File: src/rtl/avalon_arbiter_if.sv
// avalon_if: Avalon-MM signal bundle with host/agent views.
//   clk, reset        : shared clock and asynchronous active-high reset
//   address/writedata : 32-bit command fields driven by the host
//   byteenable        : 4-bit write lane enables
//   burstcount        : BURSTCOUNT_W-bit burst length (0 means 1)
//   read/write        : command strobes
//   readdata          : 32-bit response data driven by the agent
//   waitrequest       : agent stall
//   readdatavalid     : response beat strobe
interface avalon_if #(
  parameter int BURSTCOUNT_W = 4
) (
  input logic clk,
  input logic reset
);
  logic [31:0]             address;
  logic [31:0]             writedata;
  logic [31:0]             readdata;
  logic [3:0]              byteenable;
  logic [BURSTCOUNT_W-1:0] burstcount;
  logic                    read;
  logic                    write;
  logic                    waitrequest;
  logic                    readdatavalid;
  modport host (
    input  clk, reset, readdata, waitrequest, readdatavalid,
    output address, writedata, byteenable, burstcount, read, write
  );
  modport agent (
    input  clk, reset, address, writedata, byteenable, burstcount, read, write,
    output readdata, waitrequest, readdatavalid
  );
endinterface

File: src/rtl/avalon_arbiter.sv
// avalon_arbiter: two-host Avalon-MM arbiter sharing one burst-capable agent.
//   clk       : clock
//   reset     : asynchronous active-high reset
//   avalon_h0 : requester 0 (agent view)
//   avalon_h1 : requester 1 (agent view)
//   avalon_m  : shared path to the RAM agent (host view)
// Build option AVALON_ARB_FIXED_PRIO_EN: host 0 always wins a tie instead of
// round-robin on the last owner.
module avalon_arbiter #(
  parameter int BURSTCOUNT_W = 4
) (
  input logic     clk,
  input logic     reset,
  avalon_if.agent avalon_h0,
  avalon_if.agent avalon_h1,
  avalon_if.host  avalon_m
);
  localparam int CW = BURSTCOUNT_W + 1;
  typedef enum logic [1:0] {IDLE, GRANT, WR_BURST, RD_WAIT} state_t;
  state_t                  r_state, w_state_nx;
  logic                    r_owner, w_owner_nx;
  logic [CW-1:0]           r_beat_cnt, r_beat_tot, r_rsp_cnt, r_rsp_tot;
  logic [CW-1:0]           w_beat_cnt_nx, w_beat_tot_nx, w_rsp_cnt_nx, w_rsp_tot_nx;
  logic                    w_req0, w_req1, w_rd, w_wr, w_fwd, w_done, w_tie;
  logic [BURSTCOUNT_W-1:0] w_bc;
  logic [CW-1:0]           w_bc_ext;
  assign w_req0   = avalon_h0.read | avalon_h0.write;
  assign w_req1   = avalon_h1.read | avalon_h1.write;
  assign w_rd     = r_owner ? avalon_h1.read : avalon_h0.read;
  assign w_wr     = r_owner ? avalon_h1.write : avalon_h0.write;
  assign w_bc     = r_owner ? avalon_h1.burstcount : avalon_h0.burstcount;
  assign w_bc_ext = CW'(w_bc);
  // Commands pass through only while the owner holds the bus; RD_WAIT and IDLE
  // present a quiet single-beat bus.
  assign w_fwd    = (r_state == GRANT) || (r_state == WR_BURST);
  assign avalon_m.address    = w_fwd ? (r_owner ? avalon_h1.address : avalon_h0.address) : '0;
  assign avalon_m.writedata  = w_fwd ? (r_owner ? avalon_h1.writedata : avalon_h0.writedata) : '0;
  assign avalon_m.byteenable = w_fwd ? (r_owner ? avalon_h1.byteenable : avalon_h0.byteenable) : '0;
  assign avalon_m.burstcount = w_fwd ? w_bc : BURSTCOUNT_W'(1);
  assign avalon_m.read       = w_fwd & w_rd;
  assign avalon_m.write      = w_fwd & w_wr;
  assign avalon_h0.waitrequest   = !(w_fwd && !r_owner) || avalon_m.waitrequest;
  assign avalon_h1.waitrequest   = !(w_fwd && r_owner) || avalon_m.waitrequest;
  assign avalon_h0.readdatavalid = (r_state == RD_WAIT) && !r_owner && avalon_m.readdatavalid;
  assign avalon_h1.readdatavalid = (r_state == RD_WAIT) && r_owner && avalon_m.readdatavalid;
  assign avalon_h0.readdata      = avalon_m.readdata;
  assign avalon_h1.readdata      = avalon_m.readdata;
`ifdef AVALON_ARB_FIXED_PRIO_EN
  assign w_tie = 1'b0;
`else
  logic r_last_owner;
  always_ff @(posedge clk or posedge reset)
    if (reset) r_last_owner <= 1'b1;
    else if (w_done) r_last_owner <= r_owner;
  assign w_tie = !r_last_owner;
`endif
  always_comb begin
    w_state_nx    = r_state;
    w_owner_nx    = r_owner;
    w_beat_cnt_nx = r_beat_cnt;
    w_beat_tot_nx = r_beat_tot;
    w_rsp_cnt_nx  = r_rsp_cnt;
    w_rsp_tot_nx  = r_rsp_tot;
    w_done        = 1'b0;
    case (r_state)
      IDLE: if (w_req0 || w_req1) begin
        w_state_nx = GRANT;
        w_owner_nx = (w_req0 && w_req1) ? w_tie : w_req1;
      end
      // A request withdrawn before acceptance releases the bus without
      // counting as a completed turn.
      GRANT: if (!(w_rd || w_wr)) w_state_nx = IDLE;
      else if (!avalon_m.waitrequest) begin
        if (!w_wr) begin
          w_state_nx   = RD_WAIT;
          w_rsp_cnt_nx = '0;
          w_rsp_tot_nx = (w_bc_ext == '0) ? CW'(1) : w_bc_ext;
        end else if (w_bc_ext <= CW'(1)) begin
          w_state_nx = IDLE;
          w_done     = 1'b1;
        end else begin
          w_state_nx    = WR_BURST;
          w_beat_cnt_nx = CW'(1);
          w_beat_tot_nx = w_bc_ext;
        end
      end
      WR_BURST: if (w_wr && !avalon_m.waitrequest) begin
        w_beat_cnt_nx = r_beat_cnt + CW'(1);
        if (r_beat_cnt + CW'(1) == r_beat_tot) begin
          w_state_nx = IDLE;
          w_done     = 1'b1;
        end
      end
      RD_WAIT: if (avalon_m.readdatavalid) begin
        w_rsp_cnt_nx = r_rsp_cnt + CW'(1);
        if (r_rsp_cnt + CW'(1) == r_rsp_tot) begin
          w_state_nx = IDLE;
          w_done     = 1'b1;
        end
      end
      default: w_state_nx = IDLE;
    endcase
  end
  always_ff @(posedge clk or posedge reset)
    if (reset) begin
      r_state    <= IDLE;
      r_owner    <= 1'b0;
      r_beat_cnt <= '0;
      r_beat_tot <= '0;
      r_rsp_cnt  <= '0;
      r_rsp_tot  <= '0;
    end else begin
      r_state    <= w_state_nx;
      r_owner    <= w_owner_nx;
      r_beat_cnt <= w_beat_cnt_nx;
      r_beat_tot <= w_beat_tot_nx;
      r_rsp_cnt  <= w_rsp_cnt_nx;
      r_rsp_tot  <= w_rsp_tot_nx;
    end
endmodule

File: src/flat_wrapper.sv
// flat-port wrapper written by rule: the top's interface ports become plain ports
module avalon_arbiter_flat 
#(
  parameter int BURSTCOUNT_W = 4
)
  (clk, reset, avalon_h0_address, avalon_h0_writedata, avalon_h0_byteenable, avalon_h0_burstcount, avalon_h0_read, avalon_h0_write, avalon_h0_readdata, avalon_h0_waitrequest, avalon_h0_readdatavalid, avalon_h1_address, avalon_h1_writedata, avalon_h1_byteenable, avalon_h1_burstcount, avalon_h1_read, avalon_h1_write, avalon_h1_readdata, avalon_h1_waitrequest, avalon_h1_readdatavalid, avalon_m_readdata, avalon_m_waitrequest, avalon_m_readdatavalid, avalon_m_address, avalon_m_writedata, avalon_m_byteenable, avalon_m_burstcount, avalon_m_read, avalon_m_write);
  avalon_if #(.BURSTCOUNT_W(BURSTCOUNT_W)) avalon_h0_i (.clk(clk), .reset(reset));
  avalon_if #(.BURSTCOUNT_W(BURSTCOUNT_W)) avalon_h1_i (.clk(clk), .reset(reset));
  avalon_if #(.BURSTCOUNT_W(BURSTCOUNT_W)) avalon_m_i (.clk(clk), .reset(reset));
  input logic clk;
  input logic reset;
  input wire logic [$bits(avalon_h0_i.address)-1:0] avalon_h0_address;
  input wire logic [$bits(avalon_h0_i.writedata)-1:0] avalon_h0_writedata;
  input wire logic [$bits(avalon_h0_i.byteenable)-1:0] avalon_h0_byteenable;
  input wire logic [$bits(avalon_h0_i.burstcount)-1:0] avalon_h0_burstcount;
  input wire logic [$bits(avalon_h0_i.read)-1:0] avalon_h0_read;
  input wire logic [$bits(avalon_h0_i.write)-1:0] avalon_h0_write;
  output wire logic [$bits(avalon_h0_i.readdata)-1:0] avalon_h0_readdata;
  output wire logic [$bits(avalon_h0_i.waitrequest)-1:0] avalon_h0_waitrequest;
  output wire logic [$bits(avalon_h0_i.readdatavalid)-1:0] avalon_h0_readdatavalid;
  input wire logic [$bits(avalon_h1_i.address)-1:0] avalon_h1_address;
  input wire logic [$bits(avalon_h1_i.writedata)-1:0] avalon_h1_writedata;
  input wire logic [$bits(avalon_h1_i.byteenable)-1:0] avalon_h1_byteenable;
  input wire logic [$bits(avalon_h1_i.burstcount)-1:0] avalon_h1_burstcount;
  input wire logic [$bits(avalon_h1_i.read)-1:0] avalon_h1_read;
  input wire logic [$bits(avalon_h1_i.write)-1:0] avalon_h1_write;
  output wire logic [$bits(avalon_h1_i.readdata)-1:0] avalon_h1_readdata;
  output wire logic [$bits(avalon_h1_i.waitrequest)-1:0] avalon_h1_waitrequest;
  output wire logic [$bits(avalon_h1_i.readdatavalid)-1:0] avalon_h1_readdatavalid;
  input wire logic [$bits(avalon_m_i.readdata)-1:0] avalon_m_readdata;
  input wire logic [$bits(avalon_m_i.waitrequest)-1:0] avalon_m_waitrequest;
  input wire logic [$bits(avalon_m_i.readdatavalid)-1:0] avalon_m_readdatavalid;
  output wire logic [$bits(avalon_m_i.address)-1:0] avalon_m_address;
  output wire logic [$bits(avalon_m_i.writedata)-1:0] avalon_m_writedata;
  output wire logic [$bits(avalon_m_i.byteenable)-1:0] avalon_m_byteenable;
  output wire logic [$bits(avalon_m_i.burstcount)-1:0] avalon_m_burstcount;
  output wire logic [$bits(avalon_m_i.read)-1:0] avalon_m_read;
  output wire logic [$bits(avalon_m_i.write)-1:0] avalon_m_write;
  assign avalon_h0_i.address = avalon_h0_address;
  assign avalon_h0_i.writedata = avalon_h0_writedata;
  assign avalon_h0_i.byteenable = avalon_h0_byteenable;
  assign avalon_h0_i.burstcount = avalon_h0_burstcount;
  assign avalon_h0_i.read = avalon_h0_read;
  assign avalon_h0_i.write = avalon_h0_write;
  assign avalon_h0_readdata = avalon_h0_i.readdata;
  assign avalon_h0_waitrequest = avalon_h0_i.waitrequest;
  assign avalon_h0_readdatavalid = avalon_h0_i.readdatavalid;
  assign avalon_h1_i.address = avalon_h1_address;
  assign avalon_h1_i.writedata = avalon_h1_writedata;
  assign avalon_h1_i.byteenable = avalon_h1_byteenable;
  assign avalon_h1_i.burstcount = avalon_h1_burstcount;
  assign avalon_h1_i.read = avalon_h1_read;
  assign avalon_h1_i.write = avalon_h1_write;
  assign avalon_h1_readdata = avalon_h1_i.readdata;
  assign avalon_h1_waitrequest = avalon_h1_i.waitrequest;
  assign avalon_h1_readdatavalid = avalon_h1_i.readdatavalid;
  assign avalon_m_i.readdata = avalon_m_readdata;
  assign avalon_m_i.waitrequest = avalon_m_waitrequest;
  assign avalon_m_i.readdatavalid = avalon_m_readdatavalid;
  assign avalon_m_address = avalon_m_i.address;
  assign avalon_m_writedata = avalon_m_i.writedata;
  assign avalon_m_byteenable = avalon_m_i.byteenable;
  assign avalon_m_burstcount = avalon_m_i.burstcount;
  assign avalon_m_read = avalon_m_i.read;
  assign avalon_m_write = avalon_m_i.write;
  avalon_arbiter #(.BURSTCOUNT_W(BURSTCOUNT_W)) u_core (.clk(clk), .reset(reset), .avalon_h0(avalon_h0_i), .avalon_h1(avalon_h1_i), .avalon_m(avalon_m_i));
endmodule
File: config.mk
export PLATFORM = sky130hd
export DESIGN_NAME = avalon_arbiter_flat
export DESIGN_NICKNAME = d
export VERILOG_FILES = /design/src/rtl/avalon_arbiter_if.sv /design/src/rtl/avalon_arbiter.sv /design/src/flat_wrapper.sv
export SDC_FILE = /design/constraint.sdc
export NUM_CORES = 1
export LEC_CHECK = 0
export CAP_MARGIN = 20
export CORE_AREA = 2 2 126 128
export CTS_CLUSTER_DIAMETER = 60
export DETAILED_ROUTE_END_ITERATION = 16
export DIE_AREA = 0 0 128 130
export GPL_ROUTABILITY_DRIVEN = 0
export PLACE_DENSITY = 0.64
export REMOVE_ABC_BUFFERS = 1
export SETUP_SLACK_MARGIN = 0.1
export SLEW_MARGIN = 10
export SYNTH_ARGS = -nofsm -noshare
export SYNTH_HDL_FRONTEND = slang
export SYNTH_SLANG_ARGS = --single-unit
File: constraint.sdc
create_clock -name clk -period 2.97 [get_ports clk]
set_clock_uncertainty 0.2 [all_clocks]
set_input_delay 0.594 -clock clk [delete_from_list [all_inputs] [get_ports clk]]
set_output_delay 0.594 -clock clk [all_outputs]
set_load 0.05 [all_outputs]
**Word level (Yosys, flattened, before mapping)**

Cells that the tools add are included.

- $lt $le $gt $ge: 1
- $add $sub $neg: 2
- Bitwise gates (word level): 7
- Eq/ne operators: 16
- Reduce and logical (&&, ||, !) cells: 28
- Multiplexer cells: 42

Operator list:

| operator | number |
|---|---|
| 32-bit 2-to-1 mux | 4 |
| 5-bit 2-to-1 mux | 9 |
| 4-bit 2-to-1 mux | 5 |
| 5-bit one-hot mux with 2 select lines | 2 |
| 2-bit 2-to-1 mux | 9 |
| 2-bit != test (second input constant) | 8 |
| 6-bit AND reduction | 2 |
| 1-bit 2-to-1 mux | 11 |
| 5-bit by 1-bit adder with 5-bit output (second input constant) | 2 |
| 5-bit AND reduction | 2 |
| 1-bit logical AND | 8 |
| 2-bit one-hot mux with 4 select lines | 1 |
| 5-bit by 4-bit == test with 1-bit output | 1 |
| 5-bit == test | 1 |
| 1-bit zero test | 5 |
| 5-bit zero test | 1 |
| 1-bit logical OR | 5 |
| 2-bit == test (second input constant) | 2 |
| 4-bit by 1-bit <= comparator with 1-bit output (second input constant) | 1 |
| 2-bit by 1-bit != test with 1-bit output (second input constant) | 2 |
| 4-bit AND reduction | 1 |
| 2-bit nonzero test | 2 |
| 3-bit != test (second input constant) | 1 |
| 1-bit NOT | 3 |
| 6 further kinds | 8 |

- Input bits: 184
- Logic and storage cells: 103
- Bits in registers: 23
- Output and inout port bits: 142

**Depth between registers and ports, before layout**

- Word-level depth: 7
- Mapped depth: 8
- Mapped depth without buffers: 7

**Worst setup path after synthesis**

Ideal clock, no wire load.

- Path kind: register to output
- Start: register u_core.r_state[0]
- End: output port avalon_m_address[0]
- Buffers on the path: 2
- Required time: 2.176 ns
- Arrival time: 1.930 ns
- Stages on the path, launching flop included: 6
- Path slack: 0.246 ns
- Cells stage by stage: dfrtp_1 > inv_1 > ha_1 > clkbuf_1 > clkbuf_1 > nor2b_1

- Word-level cells in the longest chain between the ends: 3
- Elaborated cells on any way between the ends: 4
- Those cells by class: 2 x eq/ne; 1 x mux; 1 x reduce/logical

Ends and longest elaborated chain:

| item | RTL line | source |
|---|---|---|
| start: declaration | avalon_arbiter.sv:20 | `state_t r_state, w_state_nx;` |
| start signal: assignment | avalon_arbiter.sv:113 | `r_state <= w_state_nx;` |
| 2-bit by 1-bit == test with 1-bit output or 2-bit == test (tied branches) | avalon_arbiter.sv:35 | `assign w_fwd = (r_state == GRANT) \|\| (r_state == WR_BURST);` |
| 1-bit logical OR (*) | avalon_arbiter.sv:35 |  |
| 32-bit 2-to-1 mux (*) | avalon_arbiter.sv:36 | `assign avalon_m.address = w_fwd ? (r_owner ? avalon_h1.address : avalon_h0.address) : '0;` |
| end: declaration | flat_wrapper.sv:33 | `output wire logic [$bits(avalon_m_i.address)-1:0] avalon_m_address;` |

Every way passes the cells marked *; elsewhere a longest branch is shown, timed or not.

**Worst setup path after layout**

- Start: register u_core.r_state[0]
- End: output port avalon_m_writedata[5]

- Word-level cells in the longest chain between the ends: 3
- Elaborated cells on any way between the ends: 4
- Those cells by class: 2 x eq/ne; 1 x mux; 1 x reduce/logical

Ends and longest elaborated chain:

| item | RTL line | source |
|---|---|---|
| 2-bit by 1-bit == test with 1-bit output or 2-bit == test (tied branches) | avalon_arbiter.sv:35 |  |
| 1-bit logical OR (*) | avalon_arbiter.sv:35 |  |
| 32-bit 2-to-1 mux (*) | avalon_arbiter.sv:37 | `assign avalon_m.writedata = w_fwd ? (r_owner ? avalon_h1.writedata : avalon_h0.writedata) : '0;` |
| end: declaration | flat_wrapper.sv:34 | `output wire logic [$bits(avalon_m_i.writedata)-1:0] avalon_m_writedata;` |

Marked as above.

==> qor.yml <==
grt:
  grt_pass1_wl_um: 20600
  grt_pass1_vias: 3396
  antenna_found_initial: 0
  grt_usage_pct: 16.7
  grt_overflow_total: 0
  grt_max_degree: 51
hold_path:
  hp-start: "u_core.r_beat_tot[1]"
  min_path_cells: 2
  hold_path_end: "u_core.r_beat_tot[1]"
  min_path_type: "flip-flop to flip-flop"
power_and_ir_drop:
  p_total_mw: 8.43
  p_switching_mw: 4.32
  ir_worst_vdd_mv: 0.473
  combPwrFrac_pct: 89.5
  p_seq_share_pct: 6.7
  p_sw_share_pct: 51.3
  intPower_mw: 4.11
  p_clk_share_pct: 3.8
  p_leak_nw: 2.69
  p_per_area_nw_per_um2: 1380
detailed_routing:
  ant_nets: 0
  via_per_inst: 4.52
  wl_per_cell_um: 20.4
  dr.pass1.iters: 4
  drt_wl_total_um: 14900
  drt_iter0_drc: 86
  drc: 0
  via_count: 3305
yosys:
  syn_avg_cell_area_um2: 8.45
  synthCells: 374
  synth_ff_type: "dfrtp_1"
  synth-edff-count: 0
  yosys_register_bits: 22
  synth.distinct_cells: 51
  async_flop_share_pct: 100
  yosysSeqAreaShare_pct: 17.5
  ys_warn_count: 0
  syn_area_um2: 3160
floorplan:
  core_area_um2: 15400
  start_util_pct: 20.5
  ios: 326
  rows: 46
  die_w_um: 128
  dieArea_um2: 16600
  die_y_um: 130
layout:
  diodes: 0
  final_common_cell: "clkdlybuf4s50_1"
  utilization_pct: 39.7
  final_cells: 731
  final_cell_mix: "clkdlybuf4s50_1 (151), buf_12 (78), mux2i_1 (76), nor2b_1 (75), dfrtp_1 (20)"
  syn_to_final_growth_pct: 93.9
  drive_above_1_share_pct: 20.0
  final_nets: 731
critical_path:
  r2r_cells: 6
  cp-end-kind: "output port"
  required_ns: 2.18
  reg2reg_to: "u_core.r_state[0]"
  critPathLaunch: "u_core.r_state[0]"
  cp.arrival_ns: 1.95
  r2r_slack_ns: 0.44
  start_kind: "flip-flop"
  critical_path_class: "flip-flop to output port"
  crit-reg2reg-launch: "u_core.r_beat_cnt[0]"
  worst-path-max-fanout: 17
sta:
  max_slew_margin_pct: 63.9
  worst_slack_ns: 0.230
  rsz0062_at_grt: "no"
  fmax_mhz: 365
  setup_viol: 0
  timing.final.max_slew_violations: 0
  finalSetupTns_ns: 0
  worst_pin_slew_ns: 0.540
  period_needed_ns: 2.74
  final.period_utilization_pct: 92.3
  finalHoldViolCount: 0
clock_tree:
  cts-root-buf: "clkbuf_16"
  h-tree-depth: 1
  clkSinkCount: 22
  numCtsBuffers: 3
  clock_path_buffers: 2
  clk_pin_slew_worst_paths_ns: 0.06
  tritoncts: "built"
  clk_latency_ns: 0.26
place:
  place_hpwl_um: 13200
  place_inst: 726
  portBuffers: 229
  pre_cts_ws_ns: 0.241
run:
  max_cap_violations: 0
outcome:
  status: "complete, no violations"
==> power groups by stage <==
stage	combinational, mW	clock (mW)	sequential [mW]
2_1_floorplan	3.84	0	0.662
3_3_place_gp	7.49	0	0.591
3_5_place_dp	7.54	0	0.598
4_1_cts	7.55	0.320	0.593
5_1_grt	7.86	0.330	0.585
6_report	7.54	0.317	0.569
==> registers in the layout, indices dropped and copies added, names as in the netlist <==
name / flops
u_core.r_beat_cnt: 5
u_core.r_beat_tot: 4
u_core.r_last_owner: 1
u_core.r_owner: 1
u_core.r_rsp_cnt: 5
u_core.r_rsp_tot: 4
u_core.r_state: 2
==> per-stage QoR <==
step,instance area (um2),hold WS [ns]
detailed placement,6020,0.303
finish,6120,0.311
global placement,6020,0.297
global route,6120,0.333
floorplan,2600,0.261
CTS,6110,0.312
==> synth_stat cells, types with 5 or more instances <==
cell type,instances,area share [%]
clkbuf_1,9,1.1
nor2_1,11,1.3
mux2i_1,76,24
buf_2,8,1.3
nand2_1,12,1.4
buf_4,64,15
nand3_1,7,1.1
a21oi_1,6,0.95
inv_1,7,0.83
dfrtp_1,21,17
xor2_1,5,1.4
xnor2_1,5,1.4
ha_1,7,2.8
o21ai_0,11,1.7
nor2b_1,76,15
==> layer usage <==
metal	track usage, %	share of wire (%)	up-vias
li1	-	-	1547
met1	18.6	37	1500
met3	11.4	16	18
met2	26.3	44	238
met5	3.53	0.46	-
met4	3.17	1.8	2
==> how the worst max path moves through the flow <==
stage               slack [ns]               endpoint
global placement          0.28      u_core.r_state[0]
global route              0.11  avalon_m_writedata[5]
CTS                       0.18  avalon_m_writedata[9]
floorplan                -1.67         avalon_m_write
detailed placement        0.24      u_core.r_state[0]
finish                    0.23  avalon_m_writedata[5]
==> cell type report <==
class / count / area [um2]
clock buffer: 4 / 88.8
fill: 1523 / 9300
inverter: 7 / 26.3
multi-input combinational: 263 / 2030
sequential: 22 / 556
tap: 192 / 240
timing repair buffer: 243 / 3190
==> critical path: stages (launching register included) <==
cell and delay, ns:
dfrtp_1 0.40, inv_1 0.10, ha_2 0.47, buf_4 0.24, nor2b_1 0.28, buf_12 0.19
==> what timing repair did <==
item                                    CTS  global route
setup buffers                             0             1
endpoints found under the setup margin    0             2
hold buffers                              0             0
gates resized for setup                   0             1
==> cell families (layout without fill, tap and decap cells) <==
group                      count (synthesis)  count (layout)  share of synthesized area [%]
AOI/OAI and AO/OA                         40              40                           8.83
xor gates and xnor gates                  12              12                           4.24
adders and majority gates                  7               7                           2.77
buffers and inverters                     89             254                           18.5
DFF                                       22              22                           17.5
muxes                                     79              79                           25.1
and+or+nand+nor                          125             125                           23.0
No activity file was read; power rests on OpenSTA's default activity.
